### config.mk
export PLATFORM = sky130hd
export DESIGN_NAME = iter_shift_unit
export DESIGN_NICKNAME = d
export VERILOG_FILES = /design/src/rtl/cpu_pkg.sv /design/src/rtl/shift_step.sv /design/src/rtl/iter_shift_unit.sv
export SDC_FILE = /design/constraint.sdc
export NUM_CORES = 1
export LEC_CHECK = 0
export CAP_MARGIN = 20
export CORE_ASPECT_RATIO = 0.8
export CORE_UTILIZATION = 58
export CTS_CLUSTER_SIZE = 24
export DETAILED_ROUTE_END_ITERATION = 7
export PLACE_DENSITY = 0.91
export RECOVER_POWER = 50
export SYNTH_ARGS = -nofsm -noshare
export SYNTH_HDL_FRONTEND = slang
export SYNTH_SLANG_ARGS = --single-unit
### constraint.sdc
create_clock -name clk -period 5.18 [get_ports clk]
set_clock_uncertainty 0.2 [all_clocks]
set_input_delay 0.777 -clock clk [delete_from_list [all_inputs] [get_ports clk]]
set_output_delay 0.777 -clock clk [all_outputs]
set_load 0.005 [all_outputs]
### src/rtl/cpu_pkg.sv
// Shared ALU definitions: shift mode encoding, shift sequencer states, datapath width.
package cpu_pkg;
  localparam int WIDTH_DEF = 32;

  localparam logic [1:0] SH_SRL  = 2'b00;
  localparam logic [1:0] SH_SLL  = 2'b01;
  localparam logic [1:0] SH_SRA  = 2'b10;
  localparam logic [1:0] SH_ZERO = 2'b11;

  typedef enum logic [1:0] {
    ST_IDLE  = 2'b00,
    ST_SHIFT = 2'b01,
    ST_DONE  = 2'b10
  } sh_state_t;
endpackage

### src/rtl/shift_step.sv
// One fixed-distance shift step: either BIG_STEP or 1 position, per mode.
module shift_step
  import cpu_pkg::*;
#(
  parameter int WIDTH    = WIDTH_DEF,
  parameter int BIG_STEP = 4
) (
  input  logic [WIDTH-1:0] work,
  input  logic [1:0]       mode_q,
  input  logic             big,
  output logic [WIDTH-1:0] nxt
);
  always_comb begin
    nxt = '0;
    if (big) begin
      case (mode_q)
        SH_SRL:  nxt = {{BIG_STEP{1'b0}}, work[WIDTH-1:BIG_STEP]};
        SH_SLL:  nxt = {work[WIDTH-1-BIG_STEP:0], {BIG_STEP{1'b0}}};
        SH_SRA:  nxt = {{BIG_STEP{work[WIDTH-1]}}, work[WIDTH-1:BIG_STEP]};
        default: nxt = '0;
      endcase
    end else begin
      case (mode_q)
        SH_SRL:  nxt = {1'b0, work[WIDTH-1:1]};
        SH_SLL:  nxt = {work[WIDTH-2:0], 1'b0};
        SH_SRA:  nxt = {work[WIDTH-1], work[WIDTH-1:1]};
        default: nxt = '0;
      endcase
    end
  end
endmodule

### src/rtl/iter_shift_unit.sv
// Multi-cycle shift sequencer: bulk BIG_STEP steps, then single steps, start/done handshake.
module iter_shift_unit
  import cpu_pkg::*;
#(
  parameter int BIG_STEP = 4,
  parameter int WIDTH    = WIDTH_DEF
) (
  input  logic             clk,
  input  logic             rst_n,
  input  logic             start,
  input  logic [WIDTH-1:0] op_a,
  input  logic [4:0]       shamt,
  input  logic [1:0]       mode,
  output logic             busy,
  output logic             done,
  output logic [WIDTH-1:0] result
);
  sh_state_t        state;
  logic [WIDTH-1:0] work;
  logic [WIDTH-1:0] step_nxt;
  logic [1:0]       mode_q;
  logic [4:0]       rem;
  logic             step_big;
  logic [4:0]       step_amt;

  assign step_big = (rem >= 5'(BIG_STEP));
  assign step_amt = step_big ? 5'(BIG_STEP) : 5'd1;

  shift_step #(.WIDTH(WIDTH), .BIG_STEP(BIG_STEP)) u_step (
    .work   (work),
    .mode_q (mode_q),
    .big    (step_big),
    .nxt    (step_nxt)
  );

  always_ff @(posedge clk or negedge rst_n) begin
    if (!rst_n) begin
      state  <= ST_IDLE;
      busy   <= 1'b0;
      done   <= 1'b0;
      result <= '0;
      work   <= '0;
      mode_q <= SH_SRL;
      rem    <= '0;
    end else begin
      done <= 1'b0;
      case (state)
        ST_SHIFT: begin
          work <= step_nxt;
          rem  <= rem - step_amt;
          // last step: publish the shifted value as we enter DONE
          if (rem == step_amt) begin
            state  <= ST_DONE;
            busy   <= 1'b0;
            done   <= 1'b1;
            result <= step_nxt;
          end
        end
        default: begin
          busy <= 1'b0;
          if (start) begin
            work   <= op_a;
            mode_q <= mode;
            rem    <= shamt;
            if (mode == SH_ZERO || shamt == 5'd0) begin
              state  <= ST_DONE;
              done   <= 1'b1;
              result <= (mode == SH_ZERO) ? '0 : op_a;
            end else begin
              state <= ST_SHIFT;
              busy  <= 1'b1;
            end
          end else begin
            state <= ST_IDLE;
          end
        end
      endcase
    end
  end
endmodule

**Word-level counts from Yosys, hierarchy flattened**

Cells that the tools add are included.

- Reductions and logical operators: 7
- Magnitude comparators: 1
- Bitwise gates (word level): 1
- Equality and inequality tests: 6
- Multiplexer cells: 25
- Add/sub/neg operators: 1

Operators with widths:

| kind | count |
|---|---|
| 32-bit 2-to-1 mux | 8 |
| 32-bit one-hot mux with 3 select lines | 2 |
| 5-bit 2-to-1 mux | 2 |
| 1-bit 2-to-1 mux | 8 |
| 2-bit 2-to-1 mux | 4 |
| 5-bit by 3-bit == test with 1-bit output | 1 |
| 5-bit by 3-bit greater-or-equal comparator with 1-bit output (second input constant) | 1 |
| 5-bit logical NOT | 1 |
| 5-bit by 3-bit subtractor with 5-bit output | 1 |
| 2-bit by 1-bit == test with 1-bit output (second input constant) | 2 |
| 2-bit == test (second input constant) | 2 |
| 2-bit nonzero test | 2 |
| 3-bit 2-to-1 mux | 1 |
| 3-bit AND reduction | 1 |
| 2-bit logical NOT | 1 |
| 2-bit != test (second input constant) | 1 |
| 2-bit AND reduction | 1 |
| 1-bit logical OR | 1 |
| 1-bit inverter | 1 |

- Output and inout port bits: 34
- Flip-flop bits (word level): 75
- Input bits: 42
- Logic and storage cells: 48

**Longest topological paths before layout**

- Word-level depth: 5
- Gate-level depth with buffers: 13
- Mapped depth without buffers: 7

**By module**

A second synthesis with hierarchy kept.

- Cells, all modules: 436
- Area total of the unflattened synthesis: 4506.8 um^2

By module, submodules not included:

| module | sequential area each (um^2) | cells an instance | area each (um^2) | times used |
|---|---|---|---|---|
| iter_shift_unit | 1851.8 | 303 | 3703.6 | 1 |
| shift_step | 0.0 | 133 | 803.3 | 1 |

**Worst setup path before layout**

No wires, ideal clock.

- Path type: register to register
- From: register rem[3]
- To: register result[12]
- Period minus slack after synthesis: 2826 ps
- Arrival time: 2501 ps
- Cell stages (with the launch flop): 13
- Required time: 4855 ps
- Path buffers: 5
- Setup time: 125 ps
- Setup slack: 2354 ps
- Path through: dfrtp_1 buf_6 or3_1 buf_6 clkinv_8 buf_4 ha_1 nand3b_1 nor4_2 a21o_1 buf_4 buf_6 mux2_2

- Cells in the longest elaborated chain, start to end: 5
- Elaborated cells between the ends (all ways): 8
- Those cells by class: order compare (1); eq/ne (2); mux (4); reduce/logical (1)

Ends and longest elaborated chain:

| element | RTL line | text |
|---|---|---|
| from (decl) | iter_shift_unit.sv:22 | `logic [4:0] rem;` |
| from (signal assigned) | iter_shift_unit.sv:50 | `rem <= rem - step_amt;` |
| from (signal assigned) | iter_shift_unit.sv:64 | `rem <= shamt;` |
| 5-bit by 3-bit greater-or-equal comparator with 1-bit output | iter_shift_unit.sv:26 | `assign step_big = (rem >= 5'(BIG_STEP));` |
| 3-bit 2-to-1 mux | iter_shift_unit.sv:27 | `assign step_amt = step_big ? 5'(BIG_STEP) : 5'd1;` |
| 5-bit by 3-bit == test with 1-bit output | iter_shift_unit.sv:52 | `if (rem == step_amt) begin` |
| 2-bit != test (no line) | -- |  |
| 3-bit AND reduction (no line) | -- |  |
| to (signal assigned) | iter_shift_unit.sv:56 | `result <= step_nxt;` |
| to (signal assigned) | iter_shift_unit.sv:68 | `result <= (mode == SH_ZERO) ? '0 : op_a;` |
| to (decl) | iter_shift_unit.sv:16 | `output logic [WIDTH-1:0] result` |

Parallel ways exist; a longest one is shown, timed or not. The select of a mux whose other input is x is not followed.
A chain may end at the register's enable or synchronous reset.

**Final worst setup path**

- From: register rem[3]
- To: register result[10]

The elaborated chain is that of the path after synthesis.

==> impl_metrics.csv <==
group,metric,value,unit
run_status,status,"finished with violations",
run_status,violations,"capacitance limit, slew limit",
clocking,root_buffer,"clkbuf_8",
finish,seqCellArea,1852,um2
logic_synthesis,syn_area,4588,um2
logic_synthesis,yosysWarnings,0,
timing,worstMarginPinSlew,1787,ps
logic_synthesis,syn_nets,500,
setup_path,crit_chain,"or3_1 > buf_4 > clkinv_8 > ha_1 > nand3b_1 > nor4_2 > buf_4 > a21o_1 > buf_4 > mux2_2",
drt,vias_per_cell,6.596,
die,die-area,8272,um2
die,core.rowCount,28,
logic_synthesis,synth.distinct_cells,45,
place,place_hpwl,8131,um
logic_synthesis,synthesis.instances,455,
pwr,p_total,3.233,mW
global_route,first_global_vias,3827,
finish,area_growth_syn_to_layout,19.12,%
pwr,ir_drop,330.2,uV
logic_synthesis,ys.flop_type,"dfrtp_1",
setup_path,path_max_fanout,34,
timing,finalSetupViolCount,0,
die,start_util,60.91,%
setup_path,crit_slowest_cell,"dfrtp_1",
job,maxCapViolations,1,
finish,multi_input_area,2455,um2
logic_synthesis,synthTopCellsByCount,"dfrtp_1 (74), mux2_2 (40), o31ai_1 (38)",
timing,finalSetupTns,0,ps
place,portBuffers,75,
drt,wire_per_inst,19.35,um
drt,ant_nets,0,
finish,diodes,0,
logic_synthesis,ys_ff_latch,74,
logic_synthesis,ys_seq_area_share,40.36,%
die,fp.dieW,101.4,um
global_route,grtUsageTotal,30.21,%
global_route,grt_overflow,0,
setup_path,critPathArrivalTime,3730,ps
logic_synthesis,syn_area_per_cell,10.08,um2
clocking,cts_sinks,74,
drt,dr_total_vias,4063,
setup_path,crit_top_cell,"buf_4",
die,ios,76,
drt,drtPass1Iterations,5,
pwr,power_density,591.6,nW/um2
drt,drt_iter0_drc,315,
clocking,cts_tree,"done",
setup_path,crit_required,5210,ps
global_route,antenna_found_initial,0,
clocking,ctsResizeCount,0,
drt,drc,0,
place,place_congestion,0.9094,
logic_synthesis,synth_edf_count,0,
logic_synthesis,synth_top_area_share,40.36,%
clocking,post_cts_buffers,0,
min_path,holdCritPathClass,"flip-flop to flip-flop",
setup_path,worst_path_largest_cell_delay,500,ps
finish,nets,552,
drt,totalWireLength,11920,um
timing,slew_violations,33,
setup_path,end_kind,"flip-flop",
clocking,h-tree-depth,3,
clocking,clock_latency,350,ps
die,core-area,7532,um2
clocking,path_clk_slew,80,ps
setup_path,critPathLaunchType,"flip-flop",
timing,hold_violations,0,
clocking,cts_buffers,9,
die,die_h,81.55,um
timing,relSlewSlack,-19.11,%
logic_synthesis,synth.most_common_cell,"dfrtp_1",
finish,n_fill_cell,534,
global_route,grt_max_degree,96,
timing,grt_setup_unrepaired,"false",
logic_synthesis,async_flop_share,100.0,%
clocking,hold_buffers,0,
clocking,cts_max_path_buffers,2,
global_route,grt_first_pass_wirelength,19220,um
logic_synthesis,synth_top_area_cell,"dfrtp_1",
setup_path,crit_type,"flip-flop to flip-flop",
logic_synthesis,synth_area_leaders,"dfrtp_1 (40%), mux2_2 (9.8%), o31ai_1 (6.2%)",
finish,layout-drive-gt1-share,18.40,%
timing,min_period_over_period,71.46,%
pwr,p_leak,2.190,nW
timing,period_needed,3702,ps
timing,max_freq,270.1,MHz
-- per-layer routing --
layer | global-route usage (%) | routed length (um)
met2 | 49.05 | 5717
met3 | 5.957 | 989
met5 | 0 | 0
met4 | 8.696 | 158
met1 | 41.33 | 5052
-- layout make-up --
type | instances | share of cell area (%)
Tap cell | 105 | 2.404
Multi-Input combinational cell | 328 | 44.92
Clock buffer | 12 | 2.839
Sequential cell | 74 | 33.88
Clock inverter | 3 | 0.2747
Inverter | 9 | 0.8471
Timing Repair Buffer | 85 | 14.84
-- cells in the final DEF, fill, tap and decap left out, types with 3 or more instances in the layout --
cell type and instances:
dfrtp_1 74, clkdlybuf4s50_1 59, mux2_2 40, o31ai_1 38, nand2_1 37, a211oi_1 33
nand3_1 28, nor2b_1 23, o21ai_0 21, a211oi_2 18, a21oi_1 14, dlygate4sd3_1 14
mux2i_1 13, a31oi_1 12, clkbuf_8 11, buf_4 9, inv_1 8, a221oi_1 6
nor2_1 4, a211o_1 4, or3_1 3, a21o_1 3, a31o_2 3, ha_1 3
clkinv_2 3, clkbuf_1 3
-- worst max-delay path: cells and delay by family (launching register included) --
family / cells / cell delay (ps)
adder cells (fa/ha/maj): 1 / 390
multiplexers: 1 / 380
AO/OA/AOI/OAI: 1 / 360
buffers and inverters: 4 / 1300
flip-flops: 1 / 500
AND/OR/NAND/NOR: 3 / 420
-- registers in the layout (all words and copies together), names as in the netlist --
name and flops:
work 32, busy 1, mode_q 2, result 32
state 1, rem 5, done 1
-- stage by stage --
stage,setup slack [ps],area [um2],hold WS [ps],utilization (%),cells
6_report,1478,5465,305.5,72.56,616
5_1_grt,1266,5465,321.9,72.56,616
4_1_cts,1535,5455,313.1,72.43,614
3_5_place_dp,1439,5285,295.0,70.17,599
3_3_place_gp,1541,5285,289.3,70.17,599
2_1_floorplan,2354,4588,281.4,-,455
-- logic make-up (layout without fill, tap and decap cells) --
| group | after synthesis | in the layout | share of synthesized area (%) |
|---|---|---|---|
| AND/OR/NAND/NOR | 107 | 107 | 11.89 |
| buffers and inverters | 53 | 109 | 6.354 |
| multiplexers | 53 | 53 | 12.65 |
| flip-flops | 74 | 74 | 40.36 |
| AO/OA/AOI/OAI | 165 | 165 | 27.92 |
| adder cells (fa/ha/maj) | 3 | 3 | 0.8182 |
-- worst paths after layout --
kind / from / end / slack [ps] / cells after the start
setup / recovery: rem[3] / result[10] / 1480 / 10
setup reg to reg: rem[3] / result[10] / 1480 / 10
max in group asynchronous: rst_n / result[1] / 2130 / 3
hold reg to reg: result[22] / result[22] / 310 / 1
min in group asynchronous: rst_n / result[21] / 320 / 1
hold / removal: result[22] / result[22] / 310 / 1
-- where the power goes --
| part | leakage [nW] | switching [mW] | internal (mW) | total [mW] |
|---|---|---|---|---|
| combinational | 1.17 | 0.928 | 0.787 | 1.72 |
| sequential | 0.929 | 0.273 | 0.842 | 1.11 |
| clock | 0.0920 | 0.208 | 0.195 | 0.403 |
Power figures use the tool's default switching activity.
